<file path="src/rtl/ascii_input_control.sv">
// ascii_input_control
// Collects ASCII characters from board switches, one per debounced KEY press,
// packs up to four of them into a word (first character in the MSB byte,
// unused bytes are spaces) and hands the word to the CPU with a valid flag.
//
// state   | meaning
// --------+---------------------------------------------------------------
// COLLECT | accepting characters; enter appends, send/fill completes word
// READY   | word frozen and valid; only a CPU read releases it
module ascii_input_control #(
    parameter int ASCII_LEN       = 8,
    parameter int DEBOUNCE_CYCLES = 500000
) (
    input  logic                   clk,
    input  logic                   rst_n,
    input  logic [ASCII_LEN-1:0]   SW,
    input  logic                   KEY_enter,
    input  logic                   KEY_send,
    input  logic                   KEY_clear,
    input  logic                   rd_en,
    output logic [4*ASCII_LEN-1:0] bytes_4,
    output logic                   valid,
    output logic [2:0]             count,
    output logic                   overflow
);

    localparam int                     CNT_W    = $clog2(DEBOUNCE_CYCLES);
    localparam logic [CNT_W-1:0]       CNT_LAST = CNT_W'(DEBOUNCE_CYCLES - 1);
    localparam logic [ASCII_LEN-1:0]   SPACE    = ASCII_LEN'(32);
    localparam logic [4*ASCII_LEN-1:0] BLANK    = {4{SPACE}};

    typedef enum logic {COLLECT, READY} state_t;

    // key index: 0 = enter, 1 = send, 2 = clear
    logic [2:0]           key_raw;
    logic [2:0]           key_meta;
    logic [2:0]           key_sync;
    logic [2:0]           key_db;
    logic [2:0]           key_armed;
    logic [2:0]           key_press;
    logic [CNT_W-1:0]     db_cnt [3];
    logic [ASCII_LEN-1:0] sw_meta;
    logic [ASCII_LEN-1:0] sw_sync;

    state_t                 state, state_nxt;
    logic [4*ASCII_LEN-1:0] bytes_nxt;
    logic                   valid_nxt;
    logic [2:0]             count_nxt;
    logic                   overflow_nxt;

    assign key_raw = {KEY_clear, KEY_send, KEY_enter};

    // Two-flop synchronisers for the keys and the switch bus. Keys come out
    // of reset reading "pressed" so a button held through reset is never
    // armed until it has actually been seen released.
    always_ff @(posedge clk or negedge rst_n) begin
        if (!rst_n) begin
            key_meta <= '0;
            key_sync <= '0;
            sw_meta  <= '0;
            sw_sync  <= '0;
        end else begin
            key_meta <= key_raw;
            key_sync <= key_meta;
            sw_meta  <= SW;
            sw_sync  <= sw_meta;
        end
    end

    // Per-key debounce: level flips after DEBOUNCE_CYCLES consecutive
    // differing samples; a press pulse fires only on an armed 1->0 flip.
    always_ff @(posedge clk or negedge rst_n) begin
        if (!rst_n) begin
            for (int i = 0; i < 3; i++) begin
                db_cnt[i] <= '0;
            end
            key_db    <= '1;
            key_armed <= '0;
            key_press <= '0;
        end else begin
            for (int i = 0; i < 3; i++) begin
                key_press[i] <= 1'b0;
                if (key_sync[i] != key_db[i]) begin
                    if (db_cnt[i] == CNT_LAST) begin
                        key_db[i]    <= key_sync[i];
                        db_cnt[i]    <= '0;
                        key_press[i] <= key_db[i] & ~key_sync[i] & key_armed[i];
                    end else begin
                        db_cnt[i] <= db_cnt[i] + CNT_W'(1);
                    end
                end else begin
                    db_cnt[i] <= '0;
                end
                key_armed[i] <= key_armed[i] | key_sync[i];
            end
        end
    end

    // Word-assembly state register and registered outputs.
    always_ff @(posedge clk or negedge rst_n) begin
        if (!rst_n) begin
            state    <= COLLECT;
            bytes_4  <= BLANK;
            valid    <= 1'b0;
            count    <= '0;
            overflow <= 1'b0;
        end else begin
            state    <= state_nxt;
            bytes_4  <= bytes_nxt;
            valid    <= valid_nxt;
            count    <= count_nxt;
            overflow <= overflow_nxt;
        end
    end

    // Next-state and output logic; priority rd_en > clear > enter > send.
    always_comb begin
        state_nxt    = state;
        bytes_nxt    = bytes_4;
        valid_nxt    = valid;
        count_nxt    = count;
        overflow_nxt = overflow;
        case (state)
            COLLECT: begin
                if (key_press[2]) begin
                    bytes_nxt    = BLANK;
                    count_nxt    = '0;
                    overflow_nxt = 1'b0;
                end else if (key_press[0]) begin
                    if (count < 3'd4) begin
                        bytes_nxt[(3 - int'(count)) * ASCII_LEN +: ASCII_LEN] = sw_sync;
                        count_nxt = count + 3'd1;
                        if (count == 3'd3) begin
                            state_nxt = READY;
                            valid_nxt = 1'b1;
                        end
                    end
                end else if (key_press[1] && count != 3'd0) begin
                    state_nxt = READY;
                    valid_nxt = 1'b1;
                end
            end
            READY: begin
                if (rd_en) begin
                    state_nxt = COLLECT;
                    valid_nxt = 1'b0;
                    bytes_nxt = BLANK;
                    count_nxt = '0;
                end else if (key_press[0] && !key_press[2]) begin
                    // clear is ignored here but still outranks a same-cycle enter
                    overflow_nxt = 1'b1;
                end
            end
            default: begin
                state_nxt = COLLECT;
            end
        endcase
    end

endmodule

</file>
<file path="config.mk">
export PLATFORM = sky130hd
export DESIGN_NAME = ascii_input_control
export DESIGN_NICKNAME = d
export VERILOG_FILES = /design/src/rtl/ascii_input_control.sv
export SDC_FILE = /design/constraint.sdc
export NUM_CORES = 1
export LEC_CHECK = 0
export ABC_AREA = 1
export CORE_ASPECT_RATIO = 1.5
export CORE_MARGIN = 1.5
export CORE_UTILIZATION = 52
export DETAILED_ROUTE_END_ITERATION = 10
export PLACE_DENSITY = 0.76
export SLEW_MARGIN = 20
export SYNTH_ARGS = -nofsm -noshare
export SYNTH_HDL_FRONTEND = slang
export SYNTH_SLANG_ARGS = --single-unit
export TNS_END_PERCENT = 10
</file>
<file path="constraint.sdc">
create_clock -name clk -period 2 [get_ports clk]
set_input_delay 0.4 -clock clk [delete_from_list [all_inputs] [get_ports clk]]
set_output_delay 0.4 -clock clk [all_outputs]
set_load 0.02 [all_outputs]
</file>
==> results.toml <==
[clock_network]
numCtsBuffers = 17
cts_tree = "done"
cts_sinks = 126
cts_root_buf = "clkbuf_16"
clkLatencyLatePin_ps = 420
path_clk_slew_ps = 60
cts_buffer_depth = 2
htree_levels = 4

[power]
powerDensity_mw_per_mm2 = 885
ir_worst_vdd_v = 0.000600
p_seq_share_pct = 40.8
leakagePower_nw = 3.37
clkPwrFrac_pct = 50.0
power_switching_mw = 1.54
intPower_mw = 5.03
switching_share_pct = 23.4
p_comb_share_pct = 9.2

[floorplanning]
rows = 47
die_w_microns = 90.4
core_sq_mm = 0.0111
pin_count = 51
dieArea_sq_mm = 0.0121
dieHeight_microns = 134
start_util_pct = 53.6

[logic_synthesis]
ys_ff_latch = 126
synth.distinct_cells = 35
syn_avg_cell_area_sq_um = 8.27
syn_nets = 747
ys.flop_type = "dfrtp_1"
synth_edf_count = 0
ys_seq_area_share_pct = 53.1
syn-cell-area_sq_mm = 0.00596
synthCells = 720
yosysWarnings = 0
synth-async-reset-ratio_pct = 100

[routing]
routed_wl_microns = 13700
first_pass_iters = 5
wl_per_cell_microns = 14.4
vias_per_cell = 5.26
first_iter_violations = 264
drc = 0
ant_nets = 0
num_vias = 5026

[timing]
worstMarginPinSlew_ps = 458
slew-limit-headroom_pct = 69.2
grt_setup_unrepaired = "true"
setup-tns-final_ps = 0
hold_viol_final = 0
worst_slack_ps = 26.3
finalSetupViolations = 0
post-route-min-period_ps = 1970
fin_skew_ps = 5.39
period_share_pct = 98.7
hold-worst-slack_ps = 345
max_freq_mhz = 507
slew_viol_final = 0

[finish]
area_growth_pct = 24.6
multiInputGateArea_sq_mm = 0.00253
regArea_sq_mm = 0.00316
final.fill_count = 817
antenna_cells = 0
fin_util_pct = 66.8
final_area_sq_mm = 0.00742
final_common_cell = "nand2_1"
drive_gt1_share_pct = 12.0
final_cell_mix = "nand2_1 (180), nor2_1 (137), dfrtp_1 (118)"
finalNetCount = 824

[place]
place_ws_ps = -2.40
place_area_sq_mm = 0.00667
dp_hpwl_microns = 9420
io_buffers = 50
gp_congestion = 0.970

[run]
cap_violations = 0

[global_routing]
grt_pass1_wl_microns = 22800
grt_pass1_vias = 5052
gr-total-overflow = 0
grt_max_degree = 54
track_usage_pct = 23.8
antenna_found_initial = 0

[critical_path]
cp-end-kind = "output pin"
critical_path_class = "reg -> out"
critPathLaunchType = "register"
cp.required_ps = 1600
cp.arrival_ps = 1570
path_max_fanout = 7

[run_status]
outcome = "complete, no violations"

[min_path]
hp-class = "reg -> reg"
## cell usage after synthesis, drive strengths merged, types with 3 or more instances
cell | count | area, sq um
nand2 | 193 | 764
nor2 | 146 | 583
dfrtp | 119 | 2980
inv | 75 | 287
nand3 | 58 | 303
o21ai | 31 | 159
xor2 | 20 | 175
nand4 | 14 | 87.6
ha | 13 | 163
nor3 | 12 | 65.1
a21oi | 8 | 40.0
dfstp | 7 | 184
xnor2 | 5 | 43.8
buf | 4 | 27.5
clkbuf | 3 | 11.3
or2 | 3 | 18.8
## stage by stage
stage	std cells	power [mW]
floorplan	720	3.00
global placement	918	3.24
detailed placement	918	3.26
CTS	950	6.56
global route	956	6.78
finish	956	6.57
## critical path, cell delays in order (launching register included)
cell and delay, ps:
dfrtp_2 370, buf_4 170, clkdlybuf4s50_1 620
## sequential cells by signal, indices dropped and copies added (netlist names), 8 cells and up
register	cells
bytes_4	32
db_cnt	57
sw_meta	8
sw_sync	8
## logic make-up after synthesis
kind of cell / count (synthesis) / share of synthesized area, %
compound gates: 44 / 3.97
xor+xnor: 25 / 3.68
flops: 126 / 53.1
simple gates: 430 / 31.1
buf+inv: 82 / 5.46
fa+ha+maj: 13 / 2.73
## area by class of cell
cell class                 instances  share of cell area [%]
inverter                          75                    3.90
tap                              147                    2.48
clock inverter                    10                    2.18
multi-input combinational        513                    34.1
timing repair buffer              64                    8.41
sequential                       126                    42.6
clock buffer                      21                    6.34
## power groups by stage
| stage | combinational (mW) | clock [mW] | sequential (mW) |
|---|---|---|---|
| 3_3_place_gp | 0.528 | 0 | 2.72 |
| 6_report | 0.604 | 3.28 | 2.68 |
| 5_1_grt | 0.662 | 3.43 | 2.69 |
| 2_1_floorplan | 0.239 | 0 | 2.76 |
| 3_5_place_dp | 0.545 | 0 | 2.72 |
| 4_1_cts | 0.563 | 3.32 | 2.68 |
## routing by layer
layer  track usage (%)  vias up  share of wire (%)
met2              44.3      155                 55
met3              4.59       38                3.9
met4              12.0        0                2.7
met1              25.3     2401                 38
li1                  -     2432                  -
met5                 0        -                  0
## repair_timing
item,4_1_cts,5_1_grt
gates resized for setup,2,15
hold buffers,1,0
pin swaps,0,6
endpoints found under the setup margin,6,13
gates cloned,0,1
endpoints found under the hold margin,23,0
buffers inserted,0,5
## worst paths after layout
| path | slack (ps) | startpoint | cells past startpoint | endpoint |
|---|---|---|---|---|
| max | 30 | count[0] | 2 | count[0] |
| min | 350 | sw_meta[7] | 0 | sw_sync[7] |
| max reg2reg | 50 | count[1] | 11 | bytes_4[17] |
| min reg2reg | 350 | sw_meta[7] | 0 | sw_sync[7] |
| max in group asynchronous | 800 | rst_n | 3 | key_db[0] |
| min in group asynchronous | 460 | rst_n | 2 | db_cnt[41] |
Power figures use the tool's default switching activity.
==> variant 1, RTL diff (same flow settings) <==
Make the reset (`rst_n`) synchronous in 3 clocked blocks.
--- a/src/rtl/ascii_input_control.sv
+++ b/src/rtl/ascii_input_control.sv
@@ -55,3 +55,3 @@
     // armed until it has actually been seen released.
-    always_ff @(posedge clk or negedge rst_n) begin
+    always_ff @(posedge clk) begin
         if (!rst_n) begin
@@ -71,3 +71,3 @@
     // differing samples; a press pulse fires only on an armed 1->0 flip.
-    always_ff @(posedge clk or negedge rst_n) begin
+    always_ff @(posedge clk) begin
         if (!rst_n) begin
@@ -99,3 +99,3 @@
     // Word-assembly state register and registered outputs.
-    always_ff @(posedge clk or negedge rst_n) begin
+    always_ff @(posedge clk) begin
         if (!rst_n) begin
Formal check against the unedited RTL: same outputs for any inputs over 10 cycles, from zero or initial values and one cycle with rst_n low; that may be too few to reach the edited logic, so the function may still have changed.
==> variant 1 against the unedited design <==
- power down 8.1%
- sequential share of layout area fell by 4.4 points
- sequential cell count did not move
- hold slack better by 0.071 ns
- cell area grew 9.1%
- setup slack improved by 0.063 ns
- routed wire length increased by 2.7%
- synthesized area is 8.5% higher
- critical path type is now reg -> reg
- largest cell class is now multi-input combinational cells
- highest routed layer unchanged
==> variant 1: results (changes against the unedited design) <==
[finish]
fin_nets=1023  ; was 824
reg_top3=db_cnt (57), bytes_4 (32)  ; unchanged
layout-drive-gt1-share=0.1031  ; was 0.1199
diodes=0  ; unchanged
fill_cells=1052  ; was 817

[setup_path]
cp.arrival_ns=2.26  ; was 1.57 ns
worstPathMaxFanout=7  ; unchanged
critPathTopFamily=simple AND/OR/NAND/NOR gates  ; was buffers and inverters
slowest_stage=dfxtp_1  ; was clkdlybuf4s50_1
max_stage_delay_ns=0.33  ; was 0.62 ns

[timing]
finClkSkew_ns=0.008509  ; was 0.005389 ns

[yosys]
synth.distinct_cells=39  ; was 35
avgSynthCellArea_sq_um=7.516  ; was 8.272 sq um
synth_commonest_cells=nand2_1, nor2_1, inv_1  ; was nand2_1, nor2_1, dfrtp_1
synth.top_cells.by_area=edfxtp_1, dfxtp_1, nand2_1  ; was dfrtp_1, nand2_1, nor2_1
synthFlopType=dfxtp_1  ; was dfrtp_1
ys_seq_area_frac=0.4785  ; was 0.5309
async_flop_share=0  ; was 1.000
yosys_warnings=0  ; unchanged
synth-edff-count=57  ; was 0

[pwr]
p_leak_nw=3.587  ; was 3.368 nW
peakVddDrop_v=0.0005124  ; was 0.0005999 V
switchingPower_mw=1.497  ; was 1.540 mW

[drt]
drt_wl_total_um=14120  ; was 13750 um
drt_iter0_drc=309  ; was 264
drt_pass1_iterations=7  ; was 5
avgViaCountPerCell=4.941  ; was 5.257
wire_per_inst_um=12.15  ; was 14.38 um

[grt]
grt_pass1_wl_um=24420  ; was 22800 um
grt_max_degree=38  ; was 54
antenna_found_initial=0  ; unchanged
grt_usage=0.2364  ; was 0.2375
grt_pass1_vias=5672  ; was 5052

[clocking]
clock_latency_ns=0.41
clockRootBuffer=clkbuf_16  ; unchanged
clk_pin_slew_worst_paths_ns=0.06  ; about the same
clock_path_buffers=2  ; unchanged
htreeDepth=4  ; unchanged

[placed_design]
place_area_sq_um=7487  ; was 6673 sq um
place_congestion=0.9643  ; was 0.9700
dp_worst_setup_slack_ns=-0.05088  ; was -0.002404 ns
dpl.hpwl_um=10490  ; was 9419 um
io_buffers=50  ; unchanged
dp_cells=1130  ; was 918

[run_status]
outcome=completed  ; unchanged

[worst_hold_path]
hold_path.class=reg -> reg  ; unchanged

## variant 1: per-layer routing
metal  wire [um]  share of wire  global-route usage
met4         610          0.043              0.1202
met5           0              0                   0
met2        7582           0.54              0.4279
met3         387          0.027             0.05792
met1        5540           0.39              0.2475
## variant 1: what timing repair did
action | 4_1_cts | 5_1_grt
cloned | 0 | 0
pin swaps | 1 | 3
endpoints found under the setup margin | 12 | 48
gates resized for setup | 3 | 16
buffers inserted | 0 | 0
## variant 1: worst paths after layout
check | startpoint | to | slack (ns) | depth (start not counted)
setup / recovery | count[1] | bytes_4[6] | 0.09 | 11
hold / removal | key_meta[0] | key_sync[0] | 0.42 | 2
setup reg to reg | count[1] | bytes_4[6] | 0.09 | 11
hold reg to reg | key_meta[0] | key_sync[0] | 0.42 | 2
## variant 1: cell type report
type	count	area (sq um)	area share
sequential	126	3097	0.3826
timing repair buffer	74	708.2	0.08749
tap	153	191.4	0.02365
clock inverter	14	105.1	0.01299
inverter	114	432.9	0.05349
multi-input combinational	663	3131	0.3868
clock buffer	18	429.2	0.05302
## variant 1: worst min-delay path: stages, from the launching register on
cell	delay [ns]
dfxtp_1	0.30
nand2_1	0.05
inv_1	0.04
## variant 1: cells by family (layout without fill, tap and decap cells)
family,after synthesis,count (layout),synth area share
AOI/OAI and AO/OA,59,59,0.05053
xor gates and xnor gates,21,21,0.02846
adders and majority gates,13,13,0.02517
buffers and inverters,127,220,0.08014
DFF,126,126,0.4785
other,1,57,0.0005802
and+or+nand+nor,513,513,0.3366
## variant 1: power groups by stage
stage                     Sequential, mW  Combinational [mW]  Clock, mW
after detailed placement            2.95               0.347          0
after floorplan                     2.92               0.241          0
after global routing                2.91               0.409       2.97
after CTS                           2.89               0.350       2.83
after global placement              2.94               0.338          0
final                               2.90               0.353       2.79
==> variant 2, RTL diff (same flow settings) <==
Without the edit above. `DEBOUNCE_CYCLES`: 500000 -> 125000.
--- a/src/rtl/ascii_input_control.sv
+++ b/src/rtl/ascii_input_control.sv
@@ -11,3 +11,3 @@
     parameter int ASCII_LEN       = 8,
-    parameter int DEBOUNCE_CYCLES = 500000
+    parameter int DEBOUNCE_CYCLES = 125000
 ) (
Behaviour: same outputs for any inputs over 10 cycles, from zero or initial values and one cycle with rst_n low; that may be too few to reach the edited logic, so the function may still have changed.
==> variant 2 against the unedited design <==
- setup slack gained 0.039 ns
- cell area shrank 4.1%
- sequential share of layout area down 0.27 points
- power shrank 2.2%
- routed wire length decreased by 9.1%
- register-to-register slack gained 0.05 ns
- sequential cell count shrank 6
- synthesized area shrank 5.5%
- critical path depth down 1
- clock skew increased by 0.0034 ns
- critical path type unchanged
- critical endpoint is now bytes_4[13]
- largest cell class unchanged
==> variant 2: results (changes against the unedited design) <==
[grt]
grt_usage=0.2372  ; was 0.2375
grt_max_degree=49  ; was 54
grt_pass1_wl_um=20930  ; was 22800 um
grt_pass1_vias=4670  ; was 5052
antenna_found_initial=0  ; unchanged

[finish]
diodes=0  ; unchanged
fin_nets=790  ; was 824
layout-drive-gt1-share=0.1110  ; was 0.1199
fill_cells=815  ; was 817
fin_cells=919  ; was 956
reg_top3=db_cnt (51), bytes_4 (32)  ; was db_cnt (57), bytes_4 (32)

[timing]
finClkSkew_ns=0.008747  ; was 0.005389 ns
tightest_slew_ns=0.4639  ; was 0.4583 ns

[drt]
drc=0  ; unchanged
avgViaCountPerCell=5.176  ; was 5.257
drt_iter0_drc=407  ; was 264
drt_pass1_iterations=7  ; was 5
drt_wl_total_um=12500  ; was 13750 um

[setup_path]
r2r_end=bytes_4[18]  ; was bytes_4[17]
rrSetupSlack_ns=0.10  ; was 0.05 ns
critPathTopFamily=buffers and inverters  ; unchanged
crit_end=bytes_4[13]  ; was count[0]
worstPathMaxFanout=2  ; was 7
cp.arrival_ns=1.53  ; was 1.57 ns
slowest_stage=clkdlybuf4s50_1  ; unchanged
rr_worst_depth=9  ; was 11
rr_startpoint=count[1]  ; unchanged
max_stage_delay_ns=0.60  ; was 0.62 ns
critPathLaunch=bytes_4[13]  ; was count[0]

[yosys]
ys_seq_area_frac=0.5351  ; was 0.5309
synth_commonest_cells=nand2_1, nor2_1, dfrtp_1  ; unchanged
avgSynthCellArea_sq_um=8.216  ; was 8.272 sq um
synth.distinct_cells=29  ; was 35
async_flop_share=1.000  ; unchanged
yosys_warnings=0  ; unchanged
synth.top_cells.by_area=dfrtp_1, nand2_1, nor2_1  ; unchanged
syn_nets=713  ; was 747

[pwr]
peakVddDrop_v=0.0006527  ; was 0.0005999 V
p_leak_nw=3.259  ; was 3.368 nW

[clocking]
clock_path_buffers=2  ; unchanged
clock_latency_ns=0.41
clockRootBuffer=clkbuf_16  ; unchanged
htreeDepth=4  ; unchanged
cts_inserted_buffers=17  ; unchanged

[placed_design]
place_congestion=0.9420  ; was 0.9700
place_area_sq_um=6360  ; was 6673 sq um
dp_worst_setup_slack_ns=0.04356  ; was -0.002404 ns
dp_cells=884  ; was 918
dpl.hpwl_um=9138  ; was 9419 um

[run_status]
outcome=completed  ; unchanged

[worst_hold_path]
hold_path.class=reg -> reg  ; unchanged
min_from=sw_meta[4]  ; was sw_meta[7]

[variant 2: kinds of logic after synthesis]
| family | Yosys count | synth area share |
|---|---|---|
| XOR/XNOR | 16 | 0.02490 |
| AND/OR/NAND/NOR | 396 | 0.2959 |
| flip-flops | 120 | 0.5351 |
| buffers and inverters | 90 | 0.06669 |
| AO/OA/AOI/OAI | 49 | 0.04624 |
| adder cells (fa/ha/maj) | 14 | 0.03113 |
[variant 2: worst min-delay path by stage]
stage	cells after the start	slack, ns	endpoint
finish	0	0.35	sw_sync[4]
global route	0	0.36	sw_sync[3]
CTS	0	0.35	sw_sync[4]
detailed placement	0	0.34	sw_sync[4]
global placement	0	0.33	key_sync[1]
floorplan	0	0.10	bytes_4[0]
[variant 2: layer usage]
layer  GRT usage  wire (um)  part of all wire  vias up
li1            -          -                 -     2303
met1      0.2560       4744              0.38     2302
met2      0.4329       6948              0.56      111
met3     0.05339        408             0.033       41
met4      0.1102        397             0.032        0
met5           0          0                 0        -
[variant 2: report_power, final]
group	switching (mW)	internal (mW)
Sequential	0.0464	2.50
Combinational	0.361	0.196
Clock	1.11	2.20
Total	1.52	4.90
[variant 2: layout make-up]
class | count | area, sq um | share of cell area
Sequential cell | 120 | 3014 | 0.4236
Multi-Input combinational cell | 475 | 2320 | 0.3260
Timing Repair Buffer | 67 | 641.9 | 0.09021
Clock buffer | 20 | 466.7 | 0.06559
Inverter | 81 | 304.0 | 0.04273
Clock inverter | 12 | 188.9 | 0.02655
Tap cell | 144 | 180.2 | 0.02532
[variant 2: repair_timing]
| action | in CTS | in global routing |
|---|---|---|
| gates resized for setup | 3 | 20 |
| endpoints found under the setup margin | 7 | 30 |
| pin swaps | 0 | 2 |
| endpoints found under the hold margin | 30 | 0 |
| hold buffers | 1 | 0 |
| setup buffers | 0 | 2 |
[variant 2: through the flow]
stage,TNS (ns),utilization,power (mW)
global route,-0.03245,0.6756,6.642
detailed placement,0,0.6038,3.071
global placement,0,0.6038,3.056
CTS,-0.02215,0.6674,6.402
finish,0,0.6756,6.422
floorplan,0,-,2.847
